File: src/rtl/if_defs_pkg.sv
//------------------------------------------------------------------------------
// Module  : if_defs (package)
// Brief   : Shared IF-stage definitions: default PC width, FSM encodings, PC step.
// Rev     : 1.0 - initial release
//------------------------------------------------------------------------------
`default_nettype none

package if_defs;

    localparam int XLEN_DEFAULT = 32;
    localparam int PC_INC       = 4;

    typedef enum logic {
        IF_BOOT = 1'b0,
        IF_RUN  = 1'b1
    } if_state_t;

endpackage

`default_nettype wire

File: src/rtl/if_btb.sv
//------------------------------------------------------------------------------
// Module  : if_btb
// Brief   : Direct-mapped branch target buffer with lookup, write and an
//           optional same-cycle write-to-lookup bypass (macro BTB_BYPASS_EN).
// Rev     : 1.0 - initial release
//------------------------------------------------------------------------------
`default_nettype none

module if_btb #(
    parameter int XLEN        = 32,
    parameter int BTB_ENTRIES = 16
) (
    input  logic            clk,
    input  logic            rst,
    input  logic [XLEN-1:0] lookup_pc,
    input  logic            wr_en,
    input  logic [XLEN-1:0] wr_pc,
    input  logic [XLEN-1:0] wr_target,
    output logic            hit,
    output logic [XLEN-1:0] target
);

    localparam int IDX_W = $clog2(BTB_ENTRIES);
    localparam int TAG_W = XLEN - IDX_W - 2;

    logic [BTB_ENTRIES-1:0] r_valid;
    logic [TAG_W-1:0]       r_tag    [BTB_ENTRIES];
    logic [XLEN-1:0]        r_target [BTB_ENTRIES];

    logic [IDX_W-1:0] w_lk_idx;
    logic [TAG_W-1:0] w_lk_tag;
    logic [IDX_W-1:0] w_wr_idx;
    logic [TAG_W-1:0] w_wr_tag;
    logic [XLEN-1:0]  w_wr_target;
    logic             w_arr_hit;
    logic             w_unused;

    assign w_lk_idx    = lookup_pc[IDX_W+1:2];
    assign w_lk_tag    = lookup_pc[XLEN-1:IDX_W+2];
    assign w_wr_idx    = wr_pc[IDX_W+1:2];
    assign w_wr_tag    = wr_pc[XLEN-1:IDX_W+2];
    assign w_wr_target = {wr_target[XLEN-1:2], 2'b00};
    assign w_unused    = ^{lookup_pc[1:0], wr_pc[1:0], wr_target[1:0]};

    always_ff @(posedge clk) begin
        if (rst) begin
            r_valid <= '0;
        end else if (wr_en) begin
            r_valid[w_wr_idx] <= 1'b1;
        end
    end

    // Tag/target storage carries no reset; valid bits gate every use.
    always_ff @(posedge clk) begin
        if (wr_en) begin
            r_tag[w_wr_idx]    <= w_wr_tag;
            r_target[w_wr_idx] <= w_wr_target;
        end
    end

    assign w_arr_hit = r_valid[w_lk_idx] && (r_tag[w_lk_idx] == w_lk_tag);

`ifdef BTB_BYPASS_EN
    logic w_bypass;
    assign w_bypass = wr_en && (w_wr_idx == w_lk_idx) && (w_wr_tag == w_lk_tag);
    assign hit      = w_arr_hit | w_bypass;
    assign target   = w_bypass  ? w_wr_target :
                      w_arr_hit ? r_target[w_lk_idx] : '0;
`else
    assign hit      = w_arr_hit;
    assign target   = w_arr_hit ? r_target[w_lk_idx] : '0;
`endif

endmodule

`default_nettype wire

File: src/rtl/if_pc_gen.sv
//------------------------------------------------------------------------------
// Module  : if_pc_gen
// Brief   : IF-stage next-PC generator: PC register, BOOT/RUN FSM, next-PC mux
//           and BTB. Optional BTB write bypass via macro BTB_BYPASS_EN.
// Rev     : 1.0 - initial release
//------------------------------------------------------------------------------
`default_nettype none

module if_pc_gen
    import if_defs::*;
#(
    parameter int               XLEN        = XLEN_DEFAULT,
    parameter logic [XLEN-1:0]  RESET_PC    = '0,
    parameter int               BTB_ENTRIES = 16
) (
    input  logic            clk,
    input  logic            rst,
    input  logic            stall,
    input  logic            branch_prediction,
    input  logic            redirect_valid,
    input  logic [XLEN-1:0] redirect_pc,
    input  logic            btb_wr_en,
    input  logic [XLEN-1:0] btb_wr_pc,
    input  logic [XLEN-1:0] btb_wr_target,
    output logic [XLEN-1:0] pc_o,
    output logic            pc_valid_o,
    output logic            btb_hit_o,
    output logic            pred_taken_o,
    output logic [XLEN-1:0] pred_target_o
);

    if_state_t        r_state;
    logic [XLEN-1:0]  r_pc;
    logic             r_pc_valid;
    logic [XLEN-1:0]  w_pc_next;
    logic [XLEN-1:0]  w_pc_inc;
    logic [XLEN-1:0]  w_redirect_pc;
    logic             w_unused;

    if_btb #(
        .XLEN        (XLEN),
        .BTB_ENTRIES (BTB_ENTRIES)
    ) u_btb (
        .clk       (clk),
        .rst       (rst),
        .lookup_pc (r_pc),
        .wr_en     (btb_wr_en),
        .wr_pc     (btb_wr_pc),
        .wr_target (btb_wr_target),
        .hit       (btb_hit_o),
        .target    (pred_target_o)
    );

    assign pred_taken_o  = btb_hit_o & branch_prediction;
    assign w_redirect_pc = {redirect_pc[XLEN-1:2], 2'b00};
    assign w_pc_inc      = r_pc + XLEN'(PC_INC);
    assign w_unused      = ^redirect_pc[1:0];

    // A redirect wins even in BOOT; otherwise BOOT simply holds the PC.
    always_comb begin
        w_pc_next = r_pc;
        if (redirect_valid) begin
            w_pc_next = w_redirect_pc;
        end else if (r_state == IF_RUN && !stall) begin
            w_pc_next = pred_taken_o ? pred_target_o : w_pc_inc;
        end
    end

    always_ff @(posedge clk) begin
        if (rst) begin
            r_state    <= IF_BOOT;
            r_pc       <= RESET_PC;
            r_pc_valid <= 1'b0;
        end else begin
            r_pc <= w_pc_next;
            case (r_state)
                IF_BOOT: begin
                    r_state    <= IF_RUN;
                    r_pc_valid <= 1'b1;
                end
                IF_RUN: begin
                    r_state    <= IF_RUN;
                    r_pc_valid <= 1'b1;
                end
                default: begin
                    r_state    <= IF_BOOT;
                    r_pc_valid <= 1'b0;
                end
            endcase
        end
    end

    assign pc_o       = r_pc;
    assign pc_valid_o = r_pc_valid;

endmodule

`default_nettype wire

File: config.mk
export PLATFORM = sky130hd
export DESIGN_NAME = if_pc_gen
export DESIGN_NICKNAME = d
export VERILOG_FILES = /design/src/rtl/if_defs_pkg.sv /design/src/rtl/if_btb.sv /design/src/rtl/if_pc_gen.sv
export SDC_FILE = /design/constraint.sdc
export NUM_CORES = 1
export LEC_CHECK = 0
export ABC_AREA = 1
export CELL_PAD_IN_SITES_DETAIL_PLACEMENT = 0
export CELL_PAD_IN_SITES_GLOBAL_PLACEMENT = 1
export CORE_ASPECT_RATIO = 1.1
export CORE_UTILIZATION = 40
export DETAILED_ROUTE_END_ITERATION = 6
export HOLD_SLACK_MARGIN = 0.03
export MAX_ROUTING_LAYER = met4
export PLACE_DENSITY = 0.73
export SLEW_MARGIN = 20
export SYNTH_ARGS = -nofsm -noshare
export SYNTH_HDL_FRONTEND = slang
export SYNTH_HIERARCHICAL = 1
export SYNTH_SLANG_ARGS = --single-unit
File: constraint.sdc
create_clock -name clk -period 5.4 [get_ports clk]
set_input_delay 1.08 -clock clk [delete_from_list [all_inputs] [get_ports clk]]
set_output_delay 1.08 -clock clk [all_outputs]
set_load 0.02 [all_outputs]
==> run summary <==
In the synthesized netlist, the cells that appear most often are sky130_fd_sc_hd__nand2_1, sky130_fd_sc_hd__edfxtp_1, sky130_fd_sc_hd__nor2_1, sky130_fd_sc_hd__nand3_1, sky130_fd_sc_hd__a21oi_1. The worst register-to-register path begins at pc_o[2]$_SDFFE_PP0P_. The total global routing track utilization came out at 0.236.

Clock tree synthesis selected as its root buffer the cell sky130_fd_sc_hd__clkbuf_16. The slew at the pin closest to its max-slew limit came out at about 1.1 ns. The worst hold-check path type is reg -> reg.

The width of the die is 303 um. The total number of clock tree sinks came out at approximately 950. The number of antenna violations at the first check in global routing came out at 5.

The placer's final routability congestion estimate came out at ~0.84. Leaving out filler cells and counting taps, the final layout contains roughly 5100. In this run the remaining antenna-violating nets after routing total 0. Measured in cells, the most critical reg-to-reg path has a length of 19.

The final route contains 27467 vias. Of the total power, the clock network draws 0.411. The first detailed-routing pass took 6 iterations. The total wire length is approximately 120 mm. The longest clock path from root to sink contains 3 buffers.

In this run the critical register-to-register path is captured at pc_o[2]$_SDFFE_PP0P_. The wire length of the first global-routing pass came out at roughly 170 mm. The number of hold buffers added after CTS was 0. The synthesized netlist cell count came out at 3527. The final setup violation count is 0. In this run the cell area of the synthesized design comes to 0.0398 mm^2.

The sum of negative setup slack came out at 0 ns. The top-area cell type share of the netlist area is 0.676. The fraction of power consumed by combinational cells came out at 0.079. The initial utilization of the core area, before any placement, comes to 0.403. The number of enable flip-flop cells after synthesis is 896. The cell count after placement came out at between 4000 and 5000. The routed length per instance is 23.2 um. The max-cap check violation count is 0.

For this run, asynchronously set or reset flops after synthesis account for 0. The die covers 0.101 mm^2. The detailed placer's ending HPWL came out at 65.6 mm. The switching power summed over all nets is 3750 uW.

The floorplan step set the die height to between 300 and 400 um. At the worst endpoint, the required time is 4.32 ns. Ranked by total cell area, the synthesized netlist is headed by sky130_fd_sc_hd__edfxtp_1, sky130_fd_sc_hd__nand2_1, sky130_fd_sc_hd__nand3_1. The smallest clock period supported by the final layout is computed as 5.27 ns. The clock buffer count from CTS is 98. The Yosys warning count came out at 6. The H-tree was split into 3 levels.

In the synthesized netlist the dominant register cell turns out to be sky130_fd_sc_hd__edfxtp_1. The maximum achievable frequency is 0.190 GHz. Setup repair after global routing left no endpoint under its margin. The most critical setup path has its endpoint at pred_target_o[12]. The share of power burned in registers is 0.510. The start point of the critical path is pc_o[2]$_SDFFE_PP0P_. The library cell with the largest summed area after synthesis is sky130_fd_sc_hd__edfxtp_1. The average cell area after synthesis came out at between 10 and 15 um^2. The critical path in this run is classified as reg -> out. Across the routed clock network, the largest skew measured is roughly 0.02 ns. Cell internal power was estimated by the tool at 12500 uW. The power per unit of standard cell area is around 350 mW/mm^2.

For this run the aggregate overflow at the end of global routing stands at 0. The final hold violation count is 0. The period utilization is 0.975. After the last flow step, the layout net total stands at 3791. The count of routing violations after the opening detailed-route iteration is 2649. The share of the yosys chip area belonging to registers came out at 0.700. The DRC violation count after routing came out at 0. The routed via count divided by cell count is ~5.4. Fill cells in the final layout number 8901. The worst setup slack for register-to-register paths came out at 1.65 ns. STA classifies the critical path startpoint as a flop. The largest net degree at the start of global routing came out at 157. The max-slew violation count came out at 0. The port buffer count is 160. The total I/O pin count is 169. The synthesis-stage register bit count is ~950.

The post-CTS clock slew at the launch and capture registers of the worst setup and hold paths came out at around 0.060 ns. The unique cell type count in the Yosys netlist came out at 43. The number of global-route vias before repair is 25732.

The endpoint arrival time on the critical path is approximately 4.2 ns. The clock tree from TritonCTS is yes. The run finished with clean final reports. The headroom to the max-slew limit came out at 0.258. The leakage power total is 0.0169 uW. The proportion of layout cells with a drive suffix above 1 came out at 0.0900. In this run the worst path has a maximum fanout of 30.

At the later pin of the worst-skew pair, clock insertion delay measures 0.66 ns. The placeable core region came out at roughly 0.1 mm^2. The switching portion of total power came out at 0.231. By instance count, the leading cell after synthesis is sky130_fd_sc_hd__nand2_1.

The peak supply drop came out at 0.000288 V. The number of placement rows is 121. Compared with the post-synthesis result, the final layout area differs by 16.9%. The worst setup path is captured at an output port.
-- kinds of logic (layout without fill, tap and decap cells) --
kind of cell / after synthesis / count (layout) / synth area share
AO/OA/AOI/OAI: 534 / 534 / 0.0834
XOR/XNOR: 7 / 7 / 0.00154
adder cells (fa/ha/maj): 1 / 1 / 0.000314
buffers and inverters: 430 / 669 / 0.0459
flip-flops: 945 / 945 / 0.700
other: 1 / 6 / 0.0000942
AND/OR/NAND/NOR: 1609 / 1609 / 0.168
-- routing by layer --
layer / vias up / wire length (um) / GRT usage
li1: 12696 / - / -
met1: 13587 / 50400 / 0.321
met2: 1016 / 55300 / 0.369
met3: 168 / 8330 / 0.0346
met4: 0 / 3220 / 0.0677
met5: - / 0 / -
-- critical path, cell delays in order, from the launching register on --
cell	delay, ns
sky130_fd_sc_hd__dfxtp_4	0.48
sky130_fd_sc_hd__buf_4	0.27
sky130_fd_sc_hd__buf_16	0.21
sky130_fd_sc_hd__nand2_1	0.07
sky130_fd_sc_hd__nand2_1	0.06
sky130_fd_sc_hd__nand2_1	0.04
sky130_fd_sc_hd__nand3_1	0.09
sky130_fd_sc_hd__nand3_1	0.15
sky130_fd_sc_hd__nand3_1	0.19
sky130_fd_sc_hd__nand2_1	0.07
sky130_fd_sc_hd__nor2_1	0.16
sky130_fd_sc_hd__nand2_1	0.08
sky130_fd_sc_hd__nor2_1	0.13
sky130_fd_sc_hd__nand2_2	0.14
sky130_fd_sc_hd__buf_6	0.25
sky130_fd_sc_hd__nor3_2	0.36
sky130_fd_sc_hd__clkdlybuf4s50_1	0.70
-- cell usage in the layout, fill, tap and decap left out, drive strengths merged --
cell           instances
nand2               1010
edfxtp               896
nor2                 288
nand3                270
a21oi                261
inv                  219
clkdlybuf4s50        152
clkbuf               133
buf                  116
a221oi               106
o21ai                 87
dfxtp                 49
nor3                  35
o31ai                 30
clkinv                30
o211ai                29
bufinv                10
a31oi                  8
xor2                   6
a32o                   5
a221o                  5
diode                  4
clkinvlp               4
dlymetal6s2s           4
nand3b                 2
a32oi                  2
conb                   2
or2                    2
nand4                  1
xnor2                  1
a22o                   1
and2                   1
ha                     1
bufbuf                 1
-- through the flow --
| stage | utilization | setup WS [ns] | hold WS (ns) | instance area [um^2] | total power [uW] |
|---|---|---|---|---|---|
| CTS | 0.469 | 0.00183 | 0.462 | 46400 | 16300 |
| floorplan | - | 1.15 | 0.435 | 39800 | 9130 |
| global route | 0.471 | 0.00661 | 0.481 | 46500 | 16700 |
| finish | 0.471 | 0.133 | 0.460 | 46500 | 16200 |
| global placement | 0.437 | 0.607 | 0.444 | 43200 | 9660 |
| detailed placement | 0.437 | 0.624 | 0.453 | 43200 | 9680 |
-- worst min-delay path by stage --
stage	from	end	slack, ns	cells past startpoint
after CTS	u_btb/r_valid[0]$_SDFFE_PP0P_	u_btb/r_valid[0]$_SDFFE_PP0P_	0.46	2
final	u_btb/r_valid[0]$_SDFFE_PP0P_	u_btb/r_valid[0]$_SDFFE_PP0P_	0.46	2
after detailed placement	u_btb/r_valid[0]$_SDFFE_PP0P_	u_btb/r_valid[0]$_SDFFE_PP0P_	0.45	2
after global routing	u_btb/r_valid[0]$_SDFFE_PP0P_	u_btb/r_valid[0]$_SDFFE_PP0P_	0.48	2
after floorplan	u_btb/r_valid[0]$_SDFFE_PP0P_	u_btb/r_valid[0]$_SDFFE_PP0P_	0.44	2
after global placement	u_btb/r_valid[0]$_SDFFE_PP0P_	u_btb/r_valid[0]$_SDFFE_PP0P_	0.44	2
-- state kept, by name, indices dropped and copies added, names as in the netlist, named ones only --
name and count:
u_btb/r_target 480, pc_valid_o 1, u_btb/r_tag 416, pc_o 30, u_btb/r_valid 16
-- power groups by stage --
stage | Sequential, uW | Clock [uW] | Combinational, uW
floorplan | 8400 | 0 | 734
global placement | 8410 | 0 | 1250
detailed placement | 8410 | 0 | 1260
CTS | 8260 | 6770 | 1270
global route | 8270 | 7040 | 1410
finish | 8260 | 6660 | 1290
-- repair_timing --
item                                    4_1_cts  5_1_grt
buffers inserted                              0        6
gates resized for setup                       6       11
gates cloned                                  1        1
endpoints found under the setup margin       11       29
-- final cells by class --
| type | instances | area (um^2) | area share |
|---|---|---|---|
| antenna | 4 | 10.0 | 0.000215 |
| clock buffer | 132 | 2620 | 0.0563 |
| clock inverter | 47 | 531 | 0.0114 |
| inverter | 216 | 840 | 0.0180 |
| multi-input combinational | 2153 | 10200 | 0.220 |
| sequential | 945 | 27900 | 0.600 |
| tap | 1291 | 1620 | 0.0347 |
| timing repair buffer | 274 | 2760 | 0.0594 |
(Power assumes the default switching activity.)
